<file path="src/rtl/decode_pkg.sv">
// decode_pkg: bundle types shared by decode, rename and dispatch.
//   decoded_t : decoder output; register fields are 6 bits wide, and only
//               [4:0] name an architectural register.
//   renamed_t : rename output; rs1/rs2/rd/old_rd name physical registers.
package decode_pkg;

    typedef enum logic [2:0] {
        UOP_ALU    = 3'd0,
        UOP_LOAD   = 3'd1,
        UOP_STORE  = 3'd2,
        UOP_BRANCH = 3'd3,
        UOP_JUMP   = 3'd4,
        UOP_CSR    = 3'd5,
        UOP_SYSTEM = 3'd6,
        UOP_NOP    = 3'd7
    } uop_e;

    typedef struct packed {
        logic [31:0] pc;
        uop_e        uop;
        logic [5:0]  rs1;
        logic [5:0]  rs2;
        logic [5:0]  rd;
        logic [31:0] imm;
        logic [2:0]  funct3;
        logic [6:0]  funct7;
        logic [11:0] csr_addr;
        logic        csr_imm_valid;
        logic        illegal;
    } decoded_t;

    typedef struct packed {
        logic [31:0] pc;
        uop_e        uop;
        logic [5:0]  rs1;
        logic [5:0]  rs2;
        logic [5:0]  rd;
        logic [5:0]  old_rd;
        logic [31:0] imm;
        logic [2:0]  funct3;
        logic [6:0]  funct7;
        logic [11:0] csr_addr;
        logic        csr_imm_valid;
        logic        illegal;
    } renamed_t;

endpackage

</file>
<file path="src/rtl/rename_stage_if.sv">
// rename_stage_if: all non-clock signals of the rename stage.
//   in_*      : decode -> rename bundle handshake
//   out_*     : rename -> dispatch bundle handshake
//   commit_*  : in-order retirement of allocating instructions
//   flush_i   : squash all uncommitted state
//   free_count_o : free-list occupancy (debug / perf counters)
// Handshake: a bundle moves on a rising clock edge where valid && ready;
// the sender holds valid and data stable until then, and ready never
// depends on valid in the same direction.
// Modports: slave = the rename stage, master = its environment.
interface rename_stage_if;
    import decode_pkg::*;

    logic       in_valid_i;
    logic       in_ready_o;
    decoded_t   in_data_i;
    logic       out_valid_o;
    logic       out_ready_i;
    renamed_t   out_data_o;
    logic       commit_valid_i;
    logic [4:0] commit_arch_rd_i;
    logic [5:0] commit_preg_i;
    logic [5:0] commit_old_preg_i;
    logic       flush_i;
    logic [5:0] free_count_o;

    modport slave (
        input  in_valid_i, in_data_i, out_ready_i,
        input  commit_valid_i, commit_arch_rd_i, commit_preg_i, commit_old_preg_i,
        input  flush_i,
        output in_ready_o, out_valid_o, out_data_o, free_count_o
    );

    modport master (
        output in_valid_i, in_data_i, out_ready_i,
        output commit_valid_i, commit_arch_rd_i, commit_preg_i, commit_old_preg_i,
        output flush_i,
        input  in_ready_o, out_valid_o, out_data_o, free_count_o
    );

endinterface

</file>
<file path="src/rtl/rename_stage.sv">
// rename_stage: register rename between decode and dispatch.
//   Maps rs1/rs2 through the speculative RAT, gives each allocating
//   destination a fresh physical register from a circular free list and
//   reports the displaced mapping as old_rd. Retirement updates the
//   committed RAT and recycles old_rd; flush copies committed state back.
// Ports:
//   clk_i, rst_i : clock, asynchronous active-high reset
//   bus          : rename_stage_if.slave (in/out handshakes, commit, flush,
//                  free_count_o)
// Optional feature: define RENAME_FREE_BYPASS_EN to let an allocation take
//   commit_old_preg_i directly when the free list is empty.
module rename_stage
    import decode_pkg::*;
#(
    parameter int NUM_AREGS = 32,
    parameter int NUM_PREGS = 64
) (
    input  logic          clk_i,
    input  logic          rst_i,
    rename_stage_if.slave bus
);

    localparam int AW       = $clog2(NUM_AREGS);
    localparam int PW       = $clog2(NUM_PREGS);
    localparam int FL_DEPTH = NUM_PREGS - NUM_AREGS;
    localparam int FW       = $clog2(FL_DEPTH);
    localparam logic [PW-1:0] FL_FULL = PW'(FL_DEPTH);

    logic [PW-1:0] spec_rat   [NUM_AREGS];
    logic [PW-1:0] commit_rat [NUM_AREGS];
    logic [PW-1:0] free_list  [FL_DEPTH];
    logic [FW-1:0] head;
    logic [FW-1:0] tail;
    logic [FW-1:0] commit_head;
    logic [PW-1:0] count;

    logic     out_valid_q;
    renamed_t out_data_q;
    renamed_t renamed;

    logic          alloc;
    logic          accept;
    logic          alloc_fire;
    logic          free_avail;
    logic          take_bypass;
    logic [PW-1:0] new_preg;
    logic [AW-1:0] rd_arch;

    // Upper register-field bits carry no architectural meaning here.
    logic unused_bits;
    assign unused_bits = ^{bus.in_data_i.rs1[5], bus.in_data_i.rs2[5], bus.in_data_i.rd[5]};

`ifdef RENAME_FREE_BYPASS_EN
    // An empty list can still serve an allocation with the entry being
    // returned this very cycle.
    assign free_avail  = (count != '0) || bus.commit_valid_i;
    assign take_bypass = (count == '0);
`else
    assign free_avail  = (count != '0);
    assign take_bypass = 1'b0;
`endif

    assign rd_arch    = bus.in_data_i.rd[AW-1:0];
    assign alloc      = (bus.in_data_i.uop inside {UOP_ALU, UOP_LOAD, UOP_JUMP, UOP_CSR})
                        && (rd_arch != '0);
    // Conservative: does not look at the incoming bundle.
    assign bus.in_ready_o = !bus.flush_i && (!out_valid_q || bus.out_ready_i) && free_avail;
    assign accept     = bus.in_valid_i && bus.in_ready_o;
    assign alloc_fire = accept && alloc;
    assign new_preg   = take_bypass ? bus.commit_old_preg_i : free_list[head];

    always_comb begin
        renamed               = '0;
        renamed.pc            = bus.in_data_i.pc;
        renamed.uop           = bus.in_data_i.uop;
        renamed.imm           = bus.in_data_i.imm;
        renamed.funct3        = bus.in_data_i.funct3;
        renamed.funct7        = bus.in_data_i.funct7;
        renamed.csr_addr      = bus.in_data_i.csr_addr;
        renamed.csr_imm_valid = bus.in_data_i.csr_imm_valid;
        renamed.illegal       = bus.in_data_i.illegal;
        renamed.rs1           = spec_rat[bus.in_data_i.rs1[AW-1:0]];
        renamed.rs2           = spec_rat[bus.in_data_i.rs2[AW-1:0]];
        if (alloc) begin
            renamed.rd     = new_preg;
            renamed.old_rd = spec_rat[rd_arch];
        end
    end

    always_ff @(posedge clk_i or posedge rst_i) begin
        if (rst_i) begin
            for (int i = 0; i < NUM_AREGS; i++) begin
                spec_rat[i]   <= PW'(i);
                commit_rat[i] <= PW'(i);
            end
            for (int k = 0; k < FL_DEPTH; k++) begin
                free_list[k] <= PW'(NUM_AREGS + k);
            end
            head        <= '0;
            tail        <= '0;
            commit_head <= '0;
            count       <= FL_FULL;
            out_valid_q <= 1'b0;
            out_data_q  <= '0;
        end else begin
            if (bus.commit_valid_i) begin
                if (bus.commit_arch_rd_i != '0) begin
                    commit_rat[bus.commit_arch_rd_i] <= bus.commit_preg_i;
                end
                free_list[tail] <= bus.commit_old_preg_i;
                tail            <= tail + 1'b1;
                commit_head     <= commit_head + 1'b1;
            end

            if (bus.flush_i) begin
                // Restore from the committed view as it stands after this
                // cycle's commit. tail tracks commit_head, so the list is
                // full again.
                for (int i = 0; i < NUM_AREGS; i++) begin
                    if (bus.commit_valid_i && (bus.commit_arch_rd_i == AW'(i)) && (i != 0)) begin
                        spec_rat[i] <= bus.commit_preg_i;
                    end else begin
                        spec_rat[i] <= commit_rat[i];
                    end
                end
                head        <= commit_head + FW'(bus.commit_valid_i);
                count       <= FL_FULL;
                out_valid_q <= 1'b0;
            end else begin
                if (alloc_fire) begin
                    spec_rat[rd_arch] <= new_preg;
                    head              <= head + 1'b1;
                end
                count <= count + PW'(bus.commit_valid_i) - PW'(alloc_fire);
                if (accept) begin
                    out_valid_q <= 1'b1;
                    out_data_q  <= renamed;
                end else if (bus.out_ready_i) begin
                    out_valid_q <= 1'b0;
                end
            end
        end
    end

    assign bus.out_valid_o  = out_valid_q;
    assign bus.out_data_o   = out_data_q;
    assign bus.free_count_o = count;

endmodule

</file>
<file path="src/flat_wrapper.sv">
// flat-port wrapper written by rule: the top's interface ports become plain ports
module rename_stage_flat import decode_pkg::*;
#(
    parameter int NUM_AREGS = 32,
    parameter int NUM_PREGS = 64
)
  (clk_i, rst_i, bus_in_valid_i, bus_in_data_i, bus_out_ready_i, bus_commit_valid_i, bus_commit_arch_rd_i, bus_commit_preg_i, bus_commit_old_preg_i, bus_flush_i, bus_in_ready_o, bus_out_valid_o, bus_out_data_o, bus_free_count_o);
  rename_stage_if bus_i ();
  input  logic clk_i;
  input  logic rst_i;
  input wire logic [$bits(bus_i.in_valid_i)-1:0] bus_in_valid_i;
  input wire logic [$bits(bus_i.in_data_i)-1:0] bus_in_data_i;
  input wire logic [$bits(bus_i.out_ready_i)-1:0] bus_out_ready_i;
  input wire logic [$bits(bus_i.commit_valid_i)-1:0] bus_commit_valid_i;
  input wire logic [$bits(bus_i.commit_arch_rd_i)-1:0] bus_commit_arch_rd_i;
  input wire logic [$bits(bus_i.commit_preg_i)-1:0] bus_commit_preg_i;
  input wire logic [$bits(bus_i.commit_old_preg_i)-1:0] bus_commit_old_preg_i;
  input wire logic [$bits(bus_i.flush_i)-1:0] bus_flush_i;
  output wire logic [$bits(bus_i.in_ready_o)-1:0] bus_in_ready_o;
  output wire logic [$bits(bus_i.out_valid_o)-1:0] bus_out_valid_o;
  output wire logic [$bits(bus_i.out_data_o)-1:0] bus_out_data_o;
  output wire logic [$bits(bus_i.free_count_o)-1:0] bus_free_count_o;
  assign bus_i.in_valid_i = bus_in_valid_i;
  assign bus_i.in_data_i = bus_in_data_i;
  assign bus_i.out_ready_i = bus_out_ready_i;
  assign bus_i.commit_valid_i = bus_commit_valid_i;
  assign bus_i.commit_arch_rd_i = bus_commit_arch_rd_i;
  assign bus_i.commit_preg_i = bus_commit_preg_i;
  assign bus_i.commit_old_preg_i = bus_commit_old_preg_i;
  assign bus_i.flush_i = bus_flush_i;
  assign bus_in_ready_o = bus_i.in_ready_o;
  assign bus_out_valid_o = bus_i.out_valid_o;
  assign bus_out_data_o = bus_i.out_data_o;
  assign bus_free_count_o = bus_i.free_count_o;
  rename_stage #(.NUM_AREGS(NUM_AREGS), .NUM_PREGS(NUM_PREGS)) u_core (.clk_i(clk_i), .rst_i(rst_i), .bus(bus_i));
endmodule
</file>
<file path="config.mk">
export PLATFORM = sky130hd
export DESIGN_NAME = rename_stage_flat
export DESIGN_NICKNAME = d
export VERILOG_FILES = /design/src/rtl/decode_pkg.sv /design/src/rtl/rename_stage_if.sv /design/src/rtl/rename_stage.sv /design/src/flat_wrapper.sv
export SDC_FILE = /design/constraint.sdc
export NUM_CORES = 2
export LEC_CHECK = 0
export BUFFER_PORTS_ARGS = -buffer_cell sky130_fd_sc_hd__buf_2
export CORE_MARGIN = 4
export CORE_UTILIZATION = 35
export DETAILED_ROUTE_END_ITERATION = 10
export PLACE_DENSITY = 0.59
export SKIP_LAST_GASP = 1
export SLEW_MARGIN = 20
export SYNTH_ARGS = -nofsm -noshare
export SYNTH_HDL_FRONTEND = slang
export SYNTH_SLANG_ARGS = --single-unit
</file>
<file path="constraint.sdc">
create_clock -name clk_i -period 29.9 [get_ports clk_i]
set_input_delay 2.99 -clock clk_i [delete_from_list [all_inputs] [get_ports clk_i]]
set_output_delay 2.99 -clock clk_i [all_outputs]
set_load 0.02 [all_outputs]
</file>
==> run_results.csv <==
group,metric,value,unit
cells_and_area,multi_input_area,15300,µm²
grt,grt_pass1_wl,160,mm
placed_design,dpl_worst_slack,22.37,ns
clocking,cts_tree,"done",
floorplan,initial_core_util,35.4,%
critical_path,setup.worst_path.end_class,"output port",
sta,rsz0062_at_grt,"false",
critical_path,cp-start-kind,"input port",
clocking,cts_resized,0,
logic_synthesis,synthFlopType,"dfrtp_1",
pwr,power.total,3.55,mW
routing,first_pass_iters,5,
grt,globalRouteTotalUtil,20.5,%
cells_and_area,utilization,40.5,%
critical_path,worst-path-max-fanout,84,
critical_path,r2r_cells,6,
grt,grt.overflow.total,0,
pwr,powerDensity,90.1,nW/µm²
logic_synthesis,yosysSeqAreaShare,52.9,%
clocking,clock_path_buffers,3,
cells_and_area,fin_nets,2954,
logic_synthesis,syn_area,34400,µm²
sta,tns,0,ns
cells_and_area,area_growth,14.5,%
pwr,p_leak,16.8,nW
grt,grt_max_degree,181,
floorplan,die_h,322,µm
floorplan,core-area,97100,µm²
cells_and_area,fill_cells,9174,
logic_synthesis,syn_area_per_cell,13.0,µm²
logic_synthesis,synth_nets,2791,
clocking,clk_pin_slew,0.06,ns
logic_synthesis,yosysWarningCount,0,
placed_design,portBuffers,251,
cells_and_area,finalInstanceArea,39400,µm²
sta,min_period,7.54,ns
sta,hold_viol_final,0,
sta,finalWorstSetupSlack,22.36,ns
sta,max-slew-margin-rel,23.6,%
critical_path,timing.setup.critical_path_class,"input port to output port",
clocking,insertion_delay,0.64,ns
critical_path,required,26.91,ns
logic_synthesis,synth-seq-cells,713,
cells_and_area,seqCellArea,18200,µm²
placed_design,post_dp_cell_area,36700,µm²
sta,finClkSkew,0.0295,ns
sta,fin_crit_sh,25.2,%
hold_path,hp-class,"flip-flop to flip-flop",
logic_synthesis,netlist_instances,2642,
floorplan,fp.dieW,322,µm
routing,ant_nets,0,
critical_path,cp_top_family,"buffers and inverters",
routing,via_per_inst,5.78,
clocking,clock-sinks,713,
critical_path,cp.depth,4,
logic_synthesis,yosysUniqueCellTypes,62,
routing,drtIter0Drc,2612,
grt,antenna_found_initial,5,
flow_run,cap_violations,0,
cells_and_area,drive_gt1_share,43.7,%
clocking,post_cts_buffers,0,
clocking,numCtsBuffers,77,
critical_path,crit_chain,"clkbuf_8, clkinv_1, and3_1, buf_2",
grt,grt_pass1_vias,23531,
routing,wl_per_cell,25.9,µm
critical_path,slowest_stage,"clkinv_1",
placed_design,gp_congestion,1.00,
clocking,cts-root-buf,"clkbuf_16",
sta,max_freq,133,MHz
sta,setup_viol,0,
sta,drv_slew,0,
critical_path,arrival,4.55,ns
critical_path,crit_buf_inv,3,
routing,wl,108,mm
floorplan,dieArea,103000,µm²
outcome,status,"completed",
critical_path,slowest_delay,0.53,ns
pwr,peakVddDrop,0.0000718,V
placed_design,hpwlAfterDp,69.4,mm
hold_path,hold_depth,0,
floorplan,row_count,114,
clocking,htreeDepth,3,
routing,num_vias,24009,
routing,remaining_drc_errors,0,
logic_synthesis,async_flop_share,100,%
logic_synthesis,synth_edf_count,0,
sta,worst_slew_pin_slew,1.15,ns
floorplan,io_pins,255,
clocking,cts_hold_buffers,0,
[layout make-up]
class / instances / share of cell area, %
Clock buffer: 119 / 5.97
Inverter: 19 / 0.200
Tap cell: 1276 / 4.06
Multi-Input combinational cell: 1710 / 38.9
Timing Repair Buffer: 284 / 3.93
Clock inverter: 24 / 0.728
Sequential cell: 713 / 46.2
Antenna cell: 6 / 0.0381
[path summary, 6_finish.rpt]
kind	start	to	slack (ns)
min in group asynchronous	rst_i	u_core.spec_rat[5]	2.50
hold / removal	u_core.commit_rat[187]	u_core.commit_rat[187]	0.37
hold reg to reg	u_core.commit_rat[187]	u_core.commit_rat[187]	0.37
setup / recovery	bus_flush_i	bus_in_ready_o	22.36
max in group asynchronous	rst_i	u_core.free_list[126]	24.57
setup reg to reg	u_core.head[0]	u_core.spec_rat[126]	25.90
[cells in the mapped netlist, drive strengths merged, types with 5 or more instances]
cell type	number	area share, %
dfrtp	440	32
mux2	385	13
nand2	335	3.7
dfstp	273	21
a22oi	182	4.0
mux4	180	12
o21ai	167	2.4
clkbuf	141	1.6
buf	59	0.95
nor2	49	0.53
o22ai	48	0.87
nand3	39	0.57
mux2i	28	0.81
a22o	23	0.59
a41oi	23	0.59
and2	23	0.45
a221o	20	0.58
inv	18	0.20
o31ai	18	0.39
ha	16	0.58
nand3b	15	0.33
nand4	15	0.27
and3	13	0.24
nor3b	13	0.31
nor3	12	0.19
or4	12	0.26
o221ai	11	0.28
a211o	10	0.25
nor2b	9	0.16
xnor2	9	0.23
a21o	8	0.17
xor2	7	0.18
and3b	5	0.13
or3b	5	0.13
[cells by family after synthesis]
kind of cell | Yosys count | synth area share (%)
AO/OA/AOI/OAI | 527 | 10.5
XOR/XNOR | 16 | 0.407
adder cells (fa/ha/maj) | 17 | 0.640
buffers and inverters | 219 | 2.72
flip-flops | 713 | 52.9
multiplexers | 593 | 25.4
AND/OR/NAND/NOR | 557 | 7.51
[report_power, final]
group / switching (mW) / leakage, nW / internal, mW
Combinational: 0.626 / 7.05 / 0.440
Clock: 0.405 / 1.30 / 0.588
Sequential: 0.181 / 8.47 / 1.31
[metal layers]
layer / part of all wire [%] / global-route usage, % / vias to the layer above
li1: - / - / 10324
met1: 43 / 29.4 / 12512
met2: 46 / 31.2 / 980
met3: 7.6 / 4.28 / 193
met4: 3.6 / 6.44 / 0
met5: 0 / 0 / -
[layout by cell type, fill, tap and decap left out, types with 6 or more instances in the layout]
master     count
nor3b_1        9
buf_4         33
o21ai_1       10
a21o_1         8
o21ai_0      157
a221o_1       20
o22ai_1       48
a211o_1       10
nand3_1       39
nand3b_1      15
clkbuf_16     81
a41oi_1       23
clkinv_2      11
nor2_1        49
mux4_1        16
and3_1        13
mux4_2       164
buf_2        247
mux2i_1       28
nor3_1        11
a22o_1        23
nor2b_1        9
nand4_1       15
or4_1         12
inv_1         17
clkbuf_8      19
xor2_1         7
nand2_1      330
clkbuf_1      20
and2_1        18
o221ai_1      11
dfstp_2      273
mux2_2       385
diode_2        6
ha_1          16
xnor2_1        9
dfrtp_1      439
o31ai_1       18
a22oi_1      182
[per-stage QoR]
stage,hold WS (ns),instances
finish,0.373,4151
detailed placement,0.362,4002
CTS,0.376,4145
global route,0.389,4146
floorplan,0.424,2642
global placement,0.361,4002
[flip-flops by register name (all words and copies together) (netlist names)]
signal	flops
u_core.commit_rat	192
u_core.free_list	192
u_core.spec_rat	192
u_core.bus.free_count_o	6
u_core.head	5
u_core.bus.out_valid_o	1
u_core.bus.out_data_o	115
u_core.tail	5
u_core.commit_head	5
Power figures use the tool's default switching activity.
